### config.mk
export PLATFORM = sky130hd
export DESIGN_NAME = fetch_decode_queue
export DESIGN_NICKNAME = d
export VERILOG_FILES = /design/src/rtl/fetch_decode_queue.sv
export SDC_FILE = /design/constraint.sdc
export NUM_CORES = 1
export LEC_CHECK = 0
export CAP_MARGIN = 10
export CORE_MARGIN = 4
export CORE_UTILIZATION = 59
export CTS_BUF_LIST = sky130_fd_sc_hd__clkbuf_8 sky130_fd_sc_hd__clkbuf_16
export DETAILED_ROUTE_END_ITERATION = 6
export PLACE_DENSITY = 0.85
export SLEW_MARGIN = 10
export SYNTH_ARGS = -nofsm -noshare
export SYNTH_HDL_FRONTEND = slang
export SYNTH_SLANG_ARGS = --single-unit
### constraint.sdc
create_clock -name clk -period 6.7 [get_ports clk]
set_clock_uncertainty 0.05 [all_clocks]
set_input_delay 1.34 -clock clk [delete_from_list [all_inputs] [get_ports clk]]
set_output_delay 1.34 -clock clk [all_outputs]
set_load 0.03 [all_outputs]
### src/rtl/fetch_decode_queue.sv
// In-order instruction queue between fetch and decode.
// Holds {instruction, pc, pc_add4} in a circular buffer; a redirect flush discards everything.
module fetch_decode_queue #(
    parameter int          DEPTH  = 4,
    parameter logic [31:0] RST_PC = 32'h0040_0000
) (
    input  logic                   clk,
    input  logic                   reset,
    input  logic                   flush,
    input  logic                   in_valid,
    input  logic [31:0]            in_instruction,
    input  logic [31:0]            in_pc,
    input  logic [31:0]            in_pc_add4,
    output logic                   in_ready,
    output logic                   out_valid,
    input  logic                   out_ready,
    output logic [31:0]            out_instruction,
    output logic [31:0]            out_pc,
    output logic [31:0]            out_pc_add4,
    output logic [$clog2(DEPTH):0] count
);

    localparam int            AW   = $clog2(DEPTH);
    localparam int            CW   = AW + 1;
    localparam logic [CW-1:0] FULL = CW'(DEPTH);

    // Pointer wrap relies on natural overflow, so DEPTH must be a power of two.
    // RST_PC is not used by the datapath; it is only sanity-checked for word alignment.
    if ((DEPTH < 2) || ((DEPTH & (DEPTH - 1)) != 0) || (RST_PC[1:0] != 2'b00)) begin : g_bad_param
        $error("fetch_decode_queue: DEPTH must be a power of two >= 2 and RST_PC word aligned");
    end

    logic [95:0]   r_mem [DEPTH];
    logic [AW-1:0] r_rd_ptr;
    logic [AW-1:0] r_wr_ptr;
    logic [CW-1:0] r_count;

    logic          w_push;
    logic          w_pop;
    logic [95:0]   w_head;

    assign in_ready  = (r_count != FULL) & reset;
    assign out_valid = (r_count != '0);
    assign count     = r_count;

    assign w_push = in_valid & in_ready & ~flush;
    assign w_pop  = out_valid & out_ready & ~flush;
    assign w_head = r_mem[r_rd_ptr];

    // NOTE: storage is deliberately not reset; out_valid masks stale entries at the outputs.
    always_ff @(posedge clk) begin
        if (w_push) begin
            r_mem[r_wr_ptr] <= {in_instruction, in_pc, in_pc_add4};
        end
    end

    // Reset and flush both return the queue to empty; flush also drops any same-cycle push/pop.
    // NOTE: non-blocking assignments so every register samples pre-edge values of the others.
    always_ff @(posedge clk) begin
        if (!reset || flush) begin
            r_rd_ptr <= '0;
            r_wr_ptr <= '0;
            r_count  <= '0;
        end else begin
            if (w_push) begin
                r_wr_ptr <= r_wr_ptr + AW'(1);
            end
            if (w_pop) begin
                r_rd_ptr <= r_rd_ptr + AW'(1);
            end
            case ({w_push, w_pop})
                2'b10:   r_count <= r_count + CW'(1);
                2'b01:   r_count <= r_count - CW'(1);
                default: r_count <= r_count;
            endcase
        end
    end

    always_comb begin
        // NOTE: defaults first so every path assigns each output and no latch is inferred.
        out_instruction = 32'h0000_0000;
        out_pc          = 32'h0000_0000;
        out_pc_add4     = 32'h0000_0000;
        if (out_valid) begin
            out_instruction = w_head[95:64];
            out_pc          = w_head[63:32];
            out_pc_add4     = w_head[31:0];
        end
    end

endmodule

==> impl_metrics.toml, run 1 <==
[drt]
drt-pass1-iter-count = 5
drc_errors = 0
wirelength_um = 30400
route.detailed.wl_per_inst_um = 24.5
first_iter_violations = 655
ant_nets = 0
vias = 7286
via_per_inst = 5.88

[cells_and_area]
final_util_pct = 74.4
nNetsFinal = 989
n_antenna_cell = 0
layoutNonFillerInstCount = 1240
syn_to_final_growth_pct = 24.4
drive_above_1_share_pct = 18.8

[sta]
final-max-slew-violation-count = 0
fin_crit_sh_pct = 69.8
fin_crit_ns = 4.68
maxSlewHeadroom_pct = 24.5
setup_tns_ns = 0
rsz0062_at_grt = "no"
worstMarginPinSlew_ns = 1.13
setup_viol = 0
hold_violations = 0
fmax_mhz = 214

[pwr]
clkPwrFrac_pct = 42.9
p_comb_share_pct = 3.8
sequentialPowerShare_pct = 53.4
power_switching_mw = 0.955
p_leak_nw = 5.89
p_sw_share_pct = 18.7
vdd_drop_max_mv = 0.185
power.density_nw_per_um2 = 275
power.internal_mw = 4.16

[cts]
clk_pin_slew_ns = 0.06
cts_buffers = 38
cts_tree = "built"
cts_setup_buffers = 0
clk_latency_ns = 0.52
htree_levels = 2
cts_resized = 0
cts_root_buffer = "clkbuf_16"
clockBufferDepth = 3
cts_hold_buf = 0
cts_sinks = 393

[setup_path]
start_kind = "flip-flop"
r2r_setup_slack_ns = 3.87
path_max_fanout = 76
cpPeakStageDelay_ns = 1.08
worst_ep_arrival_time_ns = 3.29
crit_type = "flip-flop to output port"
required_ns = 5.31
end_kind = "output port"
crit_chain = "buf_4 -> mux4_2 -> and2_1 -> clkdlybuf4s50_1"
crit_slowest_cell = "dfxtp_4"

[floorplan]
die_area_um2 = 28000
io_pins = 202
fp-row-count = 58
start_util_pct = 59.8
fp.dieW_um = 167
coreArea_um2 = 25000
dieHeight_um = 167

[synth]
yosysSeqAreaShare_pct = 78.2
netlist.area_leader.share_pct = 77.0
ys.flop_type = "edfxtp_1"
yosysTopAreaCell = "edfxtp_1"
synth_area_leaders = "edfxtp_1, mux4_2, and2_1"
synth_cell_types = 23
syn_nets = 771
synthTopCellsByCount = "edfxtp_1, and2_1, mux4_2"
synth.most_common_cell = "edfxtp_1"
syn_area_um2 = 15000
synth_edf_count = 384
synthArstFlopShare_pct = 0
ys_seq_elements = 393
yosysWarnings = 0
syn_inst = 664
synth_area_per_cell_um2 = 22.5

[placed_design]
gp_congestion = 0.811
portBuffers = 201
place_hpwl_um = 17600
dpl.cell_count = 1172

[grt]
overflow = 0
grt_usage_pct = 22.0
grt_pass1_wl_um = 46900
grt_max_degree = 77
first_global_vias = 7809
antenna_found_initial = 1

[run]
max-cap-violations = 0

[outcome]
status = "complete, no violations"

[worst_hold_path]
min_path_type = "flip-flop to flip-flop"
==> critical path, delay by kind of cell, from the launching register on <==
kind          cells  cell delay (ns)
flops             1             1.08
mux               1             0.37
simple gates      1             0.22
buf+inv           2             1.07
==> through the flow <==
stage / worst slack, ns / total power [mW] / cell area, um^2 / hold WS, ns
after global routing: 1.80 / 5.28 / 18600 / 0.539
after global placement: 2.51 / 2.97 / 17300 / 0.449
final: 2.02 / 5.12 / 18600 / 0.483
after detailed placement: 2.44 / 2.98 / 17300 / 0.470
after CTS: 1.87 / 5.16 / 18600 / 0.484
after floorplan: 1.96 / 2.85 / 15000 / 0.435
==> layout by cell type, fill, tap and decap left out, types with 2 or more instances in the layout <==
cell type / instances
clkinv_2: 6
bufinv_16: 6
clkdlybuf4s50_1: 201
or3_1: 2
clkinv_1: 5
mux4_2: 96
buf_4: 10
nor2_1: 7
inv_1: 13
a21oi_1: 4
dfxtp_4: 2
clkbuf_8: 5
ha_1: 5
clkbuf_16: 39
and2_1: 96
edfxtp_1: 384
xor2_1: 4
o21ai_0: 3
and2_4: 4
dfxtp_1: 7
==> area by class of cell <==
| cell class | count | area, um^2 |
|---|---|---|
| flip-flops and latches | 393 | 11700 |
| fillers | 1396 | 6420 |
| multi-input cells | 230 | 3050 |
| repair buffers | 212 | 2110 |
| clock buffers | 44 | 1040 |
| well taps | 330 | 413 |
| clock inverters | 24 | 260 |
| inverters | 7 | 26.3 |
==> power groups by stage <==
stage / registers, mW / logic, mW / clock network [mW]
final: 2.73 / 0.194 / 2.19
after global routing: 2.73 / 0.206 / 2.35
after detailed placement: 2.78 / 0.194 / 0
after global placement: 2.78 / 0.187 / 0
after floorplan: 2.78 / 0.0696 / 0
after CTS: 2.73 / 0.196 / 2.23
==> worst paths after layout <==
kind / endpoint / cells past startpoint / from
setup / recovery: out_instruction[3] / 4 / flip-flop
hold reg to reg: r_rd_ptr[0]$_SDFFE_PP0P_ / 2 / r_rd_ptr[0]$_SDFFE_PP0P_
setup reg to reg: count[2]$_SDFFE_PP0P_ / 9 / count[2]$_SDFFE_PP0P_
hold / removal: r_rd_ptr[0]$_SDFFE_PP0P_ / 2 / r_rd_ptr[0]$_SDFFE_PP0P_
==> sequential cells by signal, summed over array words and instances (netlist names), named ones only <==
register,count
r_wr_ptr,2
r_mem,384
count,3
r_rd_ptr,2
==> kinds of logic after synthesis <==
group                    count (synthesis)  share of synthesized area, %
AO/OA/AOI/OAI                            9                         0.343
buffers and inverters                   41                          1.49
AND/OR/NAND/NOR                        115                          4.70
flip-flops                             393                          78.2
multiplexers                            96                          14.4
adder cells (fa/ha/maj)                  6                         0.552
XOR/XNOR                                 4                         0.234
==> per-layer routing <==
metal / up-vias / global-route usage [%] / wire (um)
li1: 3133 / - / -
met3: 50 / 4.70 / 2340
met1: 3769 / 32.2 / 12300
met2: 332 / 34.7 / 15000
met4: 2 / 5.89 / 694
met5: - / 0 / 11
Note: power is estimated with default switching activity, not from simulation.
==> inputs of run 2 (changes only) <==
--- a/config.mk
+++ b/config.mk
@@ -7,10 +7,10 @@
 export LEC_CHECK = 0
 export CAP_MARGIN = 10
 export CORE_MARGIN = 4
-export CORE_UTILIZATION = 59
+export CORE_UTILIZATION = 49
 export CTS_BUF_LIST = sky130_fd_sc_hd__clkbuf_8 sky130_fd_sc_hd__clkbuf_16
 export DETAILED_ROUTE_END_ITERATION = 6
-export PLACE_DENSITY = 0.85
+export PLACE_DENSITY = 0.75
 export SLEW_MARGIN = 10
 export SYNTH_ARGS = -nofsm -noshare
 export SYNTH_HDL_FRONTEND = slang
==> constraint.sdc (replaced) <==
create_clock -name clk -period 4.2 [get_ports clk]
set_clock_uncertainty 0.05 [all_clocks]
set_input_delay 0.84 -clock clk [delete_from_list [all_inputs] [get_ports clk]]
set_output_delay 0.84 -clock clk [all_outputs]
set_load 0.03 [all_outputs]
==> impl_metrics.toml, run 2 (synthesis results as in run 1) <==
[outcome]
status = "complete, no violations"

[cells_and_area]
design_area_um2 = 18800
final_cell_mix = "edfxtp_1, clkdlybuf4s50_1, mux4_2, and2_1, clkbuf_16"
layoutNonFillerInstCount = 1308
drive_above_1_share_pct = 18.7
largest_reg_flops = 384
n_antenna_cell = 0
nNetsFinal = 996
top_register = "r_mem"
final_util_pct = 62.8
syn_to_final_growth_pct = 25.4
mostFrequentLayoutCell = "edfxtp_1"

[pwr]
p_leak_nw = 5.90
vdd_drop_max_mv = 0.489
power.internal_mw = 6.39
clkPwrFrac_pct = 41.0
power.density_nw_per_um2 = 421
p_sw_share_pct = 19.1
power_switching_mw = 1.51
p_comb_share_pct = 3.9
sequentialPowerShare_pct = 55.1
power_mw = 7.90

[grt]
first_global_vias = 7638
grt_usage_pct = 17.4
grt_pass1_wl_um = 44700
antenna_found_initial = 4
overflow = 0
grt_max_degree = 65

[cts]
cts_hold_buf = 0
cts_setup_buffers = 0
cts_sinks = 393
clockBufferDepth = 3
cts_tree = "built"
cts_root_buffer = "clkbuf_16"
htree_levels = 2
clk_pin_slew_ns = 0.06
cts_resized = 0
clk_latency_ns = 0.50
cts_buffers = 40

[sta]
final-max-slew-violation-count = 0
worstMarginPinSlew_ns = 0.717
hold_violations = 0
setup_viol = 0
setup_tns_ns = 0
rsz0062_at_grt = "no"
fin_crit_ns = 3.78
fin_crit_sh_pct = 90.0
fmax_mhz = 265
maxSlewHeadroom_pct = 52.1

[setup_path]
r2r_start = "count[2]$_SDFFE_PP0P_"
r2r_setup_slack_ns = 1.41
path_max_fanout = 34
worstPathBufferInverterCount = 2
worst-r2r-cell-count = 9
start_kind = "flip-flop"
end_kind = "output port"
cpPeakStageDelay_ns = 0.68
worst_ep_arrival_time_ns = 2.89
crit_type = "flip-flop to output port"
crit_slowest_cell = "clkdlybuf4s50_1"
cp_top_family = "buffers and inverters"
worst_r2r_endpoint = "count[2]$_SDFFE_PP0P_"
required_ns = 3.31
crit_chain = "or3_2 -> buf_4 -> and2_1 -> clkdlybuf4s50_1"

[floorplan]
dieHeight_um = 183
coreArea_um2 = 29900
io_pins = 202
fp-row-count = 63
start_util_pct = 50.1
fp.dieW_um = 183
die_area_um2 = 33400

[drt]
route.detailed.wl_per_inst_um = 22.2
wirelength_um = 29100
drt-pass1-iter-count = 5
vias = 7104
via_per_inst = 5.43
drc_errors = 0
ant_nets = 0
first_iter_violations = 491

[worst_hold_path]
whs_path_depth = 2
hp-start = "r_wr_ptr[1]$_SDFFE_PP0P_"
holdPathEnd = "r_wr_ptr[1]$_SDFFE_PP0P_"
min_path_type = "flip-flop to flip-flop"

[placed_design]
place_hpwl_um = 18000
dpl.cell_count = 1237
placed_area_um2 = 17600
portBuffers = 201
gp_congestion = 0.768

[run]
max-cap-violations = 0
## run 2: how the worst max path moves through the flow
stage,slack [ns],from,cells past startpoint,endpoint
after floorplan,1.01,flush,4,r_mem[0][0]$_DFFE_PP_
after global placement,0.87,flush,5,r_mem[2][84]$_DFFE_PP_
after detailed placement,0.82,flush,5,r_mem[2][84]$_DFFE_PP_
after CTS,0.30,count[0]$_SDFFE_PP0P_,4,out_pc[12]
after global routing,0.19,count[0]$_SDFFE_PP0P_,4,out_pc_add4[14]
final,0.42,count[0]$_SDFFE_PP0P_,4,out_pc_add4[16]
## run 2: worst reg2reg max path, delay by kind of cell, from the launching register on
kind | cells | cell delay (ns)
AND/OR/NAND/NOR | 3 | 1.17
adder cells (fa/ha/maj) | 2 | 0.56
flip-flops | 1 | 0.43
buffers and inverters | 2 | 0.21
XOR/XNOR | 1 | 0.16
AO/OA/AOI/OAI | 1 | 0.14
## run 2: metrics by stage
step,hold WS [ns],worst slack (ns)
after floorplan,0.435,1.01
after global placement,0.454,0.873
after detailed placement,0.461,0.823
after CTS,0.469,0.303
after global routing,0.494,0.192
final,0.470,0.422
## run 2: area by class of cell
cell class | count | area (um^2)
repair buffers | 217 | 2280
flip-flops and latches | 393 | 11700
clock buffers | 41 | 1030
multi-input cells | 230 | 3050
clock inverters | 30 | 183
inverters | 7 | 26.3
well taps | 390 | 488
fillers | 2026 | 11100
## run 2: power groups by stage
stage               registers, mW  logic (mW)  clock network, mW
detailed placement           4.44       0.311                  0
floorplan                    4.44       0.111                  0
global placement             4.43       0.304                  0
global route                 4.35       0.332               3.49
CTS                          4.35       0.314               3.30
finish                       4.35       0.309               3.23
## run 2: routing by layer
| metal | vias to the layer above | wire (um) | track usage, % |
|---|---|---|---|
| li1 | 3157 | - | - |
| met1 | 3593 | 12600 | 26.5 |
| met2 | 287 | 13500 | 26.5 |
| met3 | 59 | 2240 | 3.91 |
| met4 | 8 | 588 | 4.05 |
| met5 | - | 52 | 0 |
==> inputs of run 3 (changes only) <==
--- a/config.mk
+++ b/config.mk
@@ -5,13 +5,13 @@
 export SDC_FILE = /design/constraint.sdc
 export NUM_CORES = 1
 export LEC_CHECK = 0
+export ABC_AREA = 1
 export CAP_MARGIN = 10
 export CORE_MARGIN = 4
-export CORE_UTILIZATION = 49
+export CORE_UTILIZATION = 50
 export CTS_BUF_LIST = sky130_fd_sc_hd__clkbuf_8 sky130_fd_sc_hd__clkbuf_16
 export DETAILED_ROUTE_END_ITERATION = 6
-export PLACE_DENSITY = 0.75
-export SLEW_MARGIN = 10
+export PLACE_DENSITY = 0.76
 export SYNTH_ARGS = -nofsm -noshare
 export SYNTH_HDL_FRONTEND = slang
 export SYNTH_SLANG_ARGS = --single-unit
==> impl_metrics.toml, run 3 <==
[outcome]
status = "complete, no violations"

[drt]
topRoutingLayerUsed = "met5"
wl_met1_um = 14000
drt-pass1-iter-count = 5
wl_met3_um = 2810
via_per_inst = 5.45
vias = 9912
wl_met2_um = 16700
route.detailed.wl_per_inst_um = 18.9
first_iter_violations = 831
wirelength_um = 34300
ant_nets = 0
drc_errors = 0

[synth]
synth_area_leaders = "edfxtp_1, nor2_1, o21ai_0"
yosysTopAreaCell = "edfxtp_1"
syn_nets = 1316
syn_area_um2 = 15300
syn_inst = 1209
synth_edf_count = 384
synth_area_per_cell_um2 = 12.7
synthArstFlopShare_pct = 0
ys_seq_elements = 393
synth_cell_types = 18
synthTopCellsByCount = "nor2_1, edfxtp_1, o21ai_0"
ys.flop_type = "edfxtp_1"
yosysSeqAreaShare_pct = 76.3
yosysWarnings = 0
netlist.area_leader.share_pct = 75.1
synth.most_common_cell = "nor2_1"

[cells_and_area]
mostFrequentLayoutCell = "nor2_1"
drive_above_1_share_pct = 5.74
nNetsFinal = 1508
largest_reg_flops = 384
syn_to_final_growth_pct = 23.8
top_register = "r_mem"
n_antenna_cell = 0
design_area_um2 = 19000
final_cell_mix = "nor2_1, edfxtp_1, clkdlybuf4s50_1"
layoutNonFillerInstCount = 1819

[cts]
clk_latency_ns = 0.51
cts_root_buffer = "clkbuf_16"
htree_levels = 2
clockBufferDepth = 3
cts_tree = "built"
clk_pin_slew_ns = 0.06
cts_buffers = 39
cts_resized = 0
cts_hold_buf = 0
cts_setup_buffers = 0
cts_sinks = 393

[grt]
grt_pass1_wl_um = 52700
antenna_found_initial = 3
first_global_vias = 9834
overflow = 0
grt_usage_pct = 19.8
grt_max_degree = 110

[sta]
hold_violations = 0
setup_viol = 0
fin_crit_sh_pct = 92.5
fin_crit_ns = 3.89
fmax_mhz = 257
maxSlewHeadroom_pct = 48.0
rsz0062_at_grt = "no"
whs_ns = 0.457
worstMarginPinSlew_ns = 0.780
final-max-slew-violation-count = 0
fin_ws_ns = 0.314

[setup_path]
start_kind = "flip-flop"
path_max_fanout = 25
worst_ep_arrival_time_ns = 3.00
required_ns = 3.31
crit_type = "flip-flop to output port"
crit_slowest_cell = "clkdlybuf4s50_1"
crit_chain = "inv_1 -> nand2_1 -> clkinv_2 -> buf_4 -> a21oi_1 -> clkdlybuf4s50_1"
cp_top_family = "buffers and inverters"
end_kind = "output port"
cpPeakStageDelay_ns = 0.73
worstPathBufferInverterCount = 4

[run]
max-cap-violations = 0

[pwr]
p_leak_nw = 6.40
vdd_drop_max_mv = 0.339
power.density_nw_per_um2 = 420

[floorplan]
dieHeight_um = 183
io_pins = 202
die_area_um2 = 33600
coreArea_um2 = 30000
start_util_pct = 51.2
fp.dieW_um = 183
fp-row-count = 63

[placed_design]
portBuffers = 201
gp_congestion = 0.787
placed_area_um2 = 17800
dpl.cell_count = 1750
place_ws_ns = 0.863
place_hpwl_um = 20100

[worst_hold_path]
min_path_type = "flip-flop to flip-flop"
## run 3: changes by cell type after synthesis, sizes merged, moves of 17 or more
| cell | previous run | this run |
|---|---|---|
| and2 | 100 | 0 |
| a21oi | 4 | 101 |
| o21ai | 3 | 194 |
| nor2 | 7 | 397 |
| buf | 18 | 52 |
| nand2 | 0 | 17 |
| mux4 | 96 | 0 |
## run 3: through the flow
stage	setup TNS [ns]	power, mW	util [%]
5_1_grt	0	8.25	63.5
3_3_place_gp	0	4.82	59.4
2_1_floorplan	-598.46	4.60	-
4_1_cts	0	8.05	63.5
6_report	0	7.98	63.5
3_5_place_dp	0	4.83	59.4
## run 3: power breakdown
part	internal, mW	total (mW)	switching [mW]	leakage (nW)
clock network	1.88	3.24	1.36	0.625
registers	4.34	4.35	0.0102	3.54
logic	0.168	0.394	0.225	2.23
total	6.39	7.98	1.59	6.40
## run 3: cell families after synthesis
family / after synthesis / synth area share [%]
compound gates: 296 / 9.67
fa+ha+maj: 6 / 0.538
buf+inv: 95 / 3.20
flops: 393 / 76.3
simple gates: 419 / 10.3
## run 3: cell type report
class	count	area (um^2)
Inverter	22	88.8
Sequential cell	393	11700
Tap cell	390	488
Clock inverter	28	174
Multi-Input combinational cell	721	3180
Fill cell	2184	10900
Clock buffer	41	1030
Timing Repair Buffer	224	2330
## run 3: worst reg2reg max path: stages (launching register included)
cell and delay [ns]:
dfxtp_1 0.33, nor2_1 0.18, nand2_1 0.17, nand2_1 0.38, ha_1 0.25, inv_1 0.07, fa_1 0.39, nand2_1 0.09
nand3_1 0.11, nand2_1 0.08, nand2_1 0.04, nor2_1 0.11
## run 3: per-layer routing
metal  track usage (%)  vias up
li1                  -     4658
met1              26.9     4790
met2              32.7      391
met3              4.50       67
met4              5.36        6
met5                 0        -
## run 3: final timing paths
| kind | slack [ns] | cells past startpoint | from | to |
|---|---|---|---|---|
| worst min-delay path | 0.46 | 2 | r_rd_ptr[1]$_SDFFE_PP0P_ | flip-flop |
| worst max-delay path | 0.31 | 6 | count[2]$_SDFFE_PP0P_ | out_pc[31] |
| worst min register to register | 0.46 | 2 | r_rd_ptr[1]$_SDFFE_PP0P_ | flip-flop |
| worst max register to register | 1.90 | 11 | count[1]$_SDFFE_PP0P_ | count[2]$_SDFFE_PP0P_ |
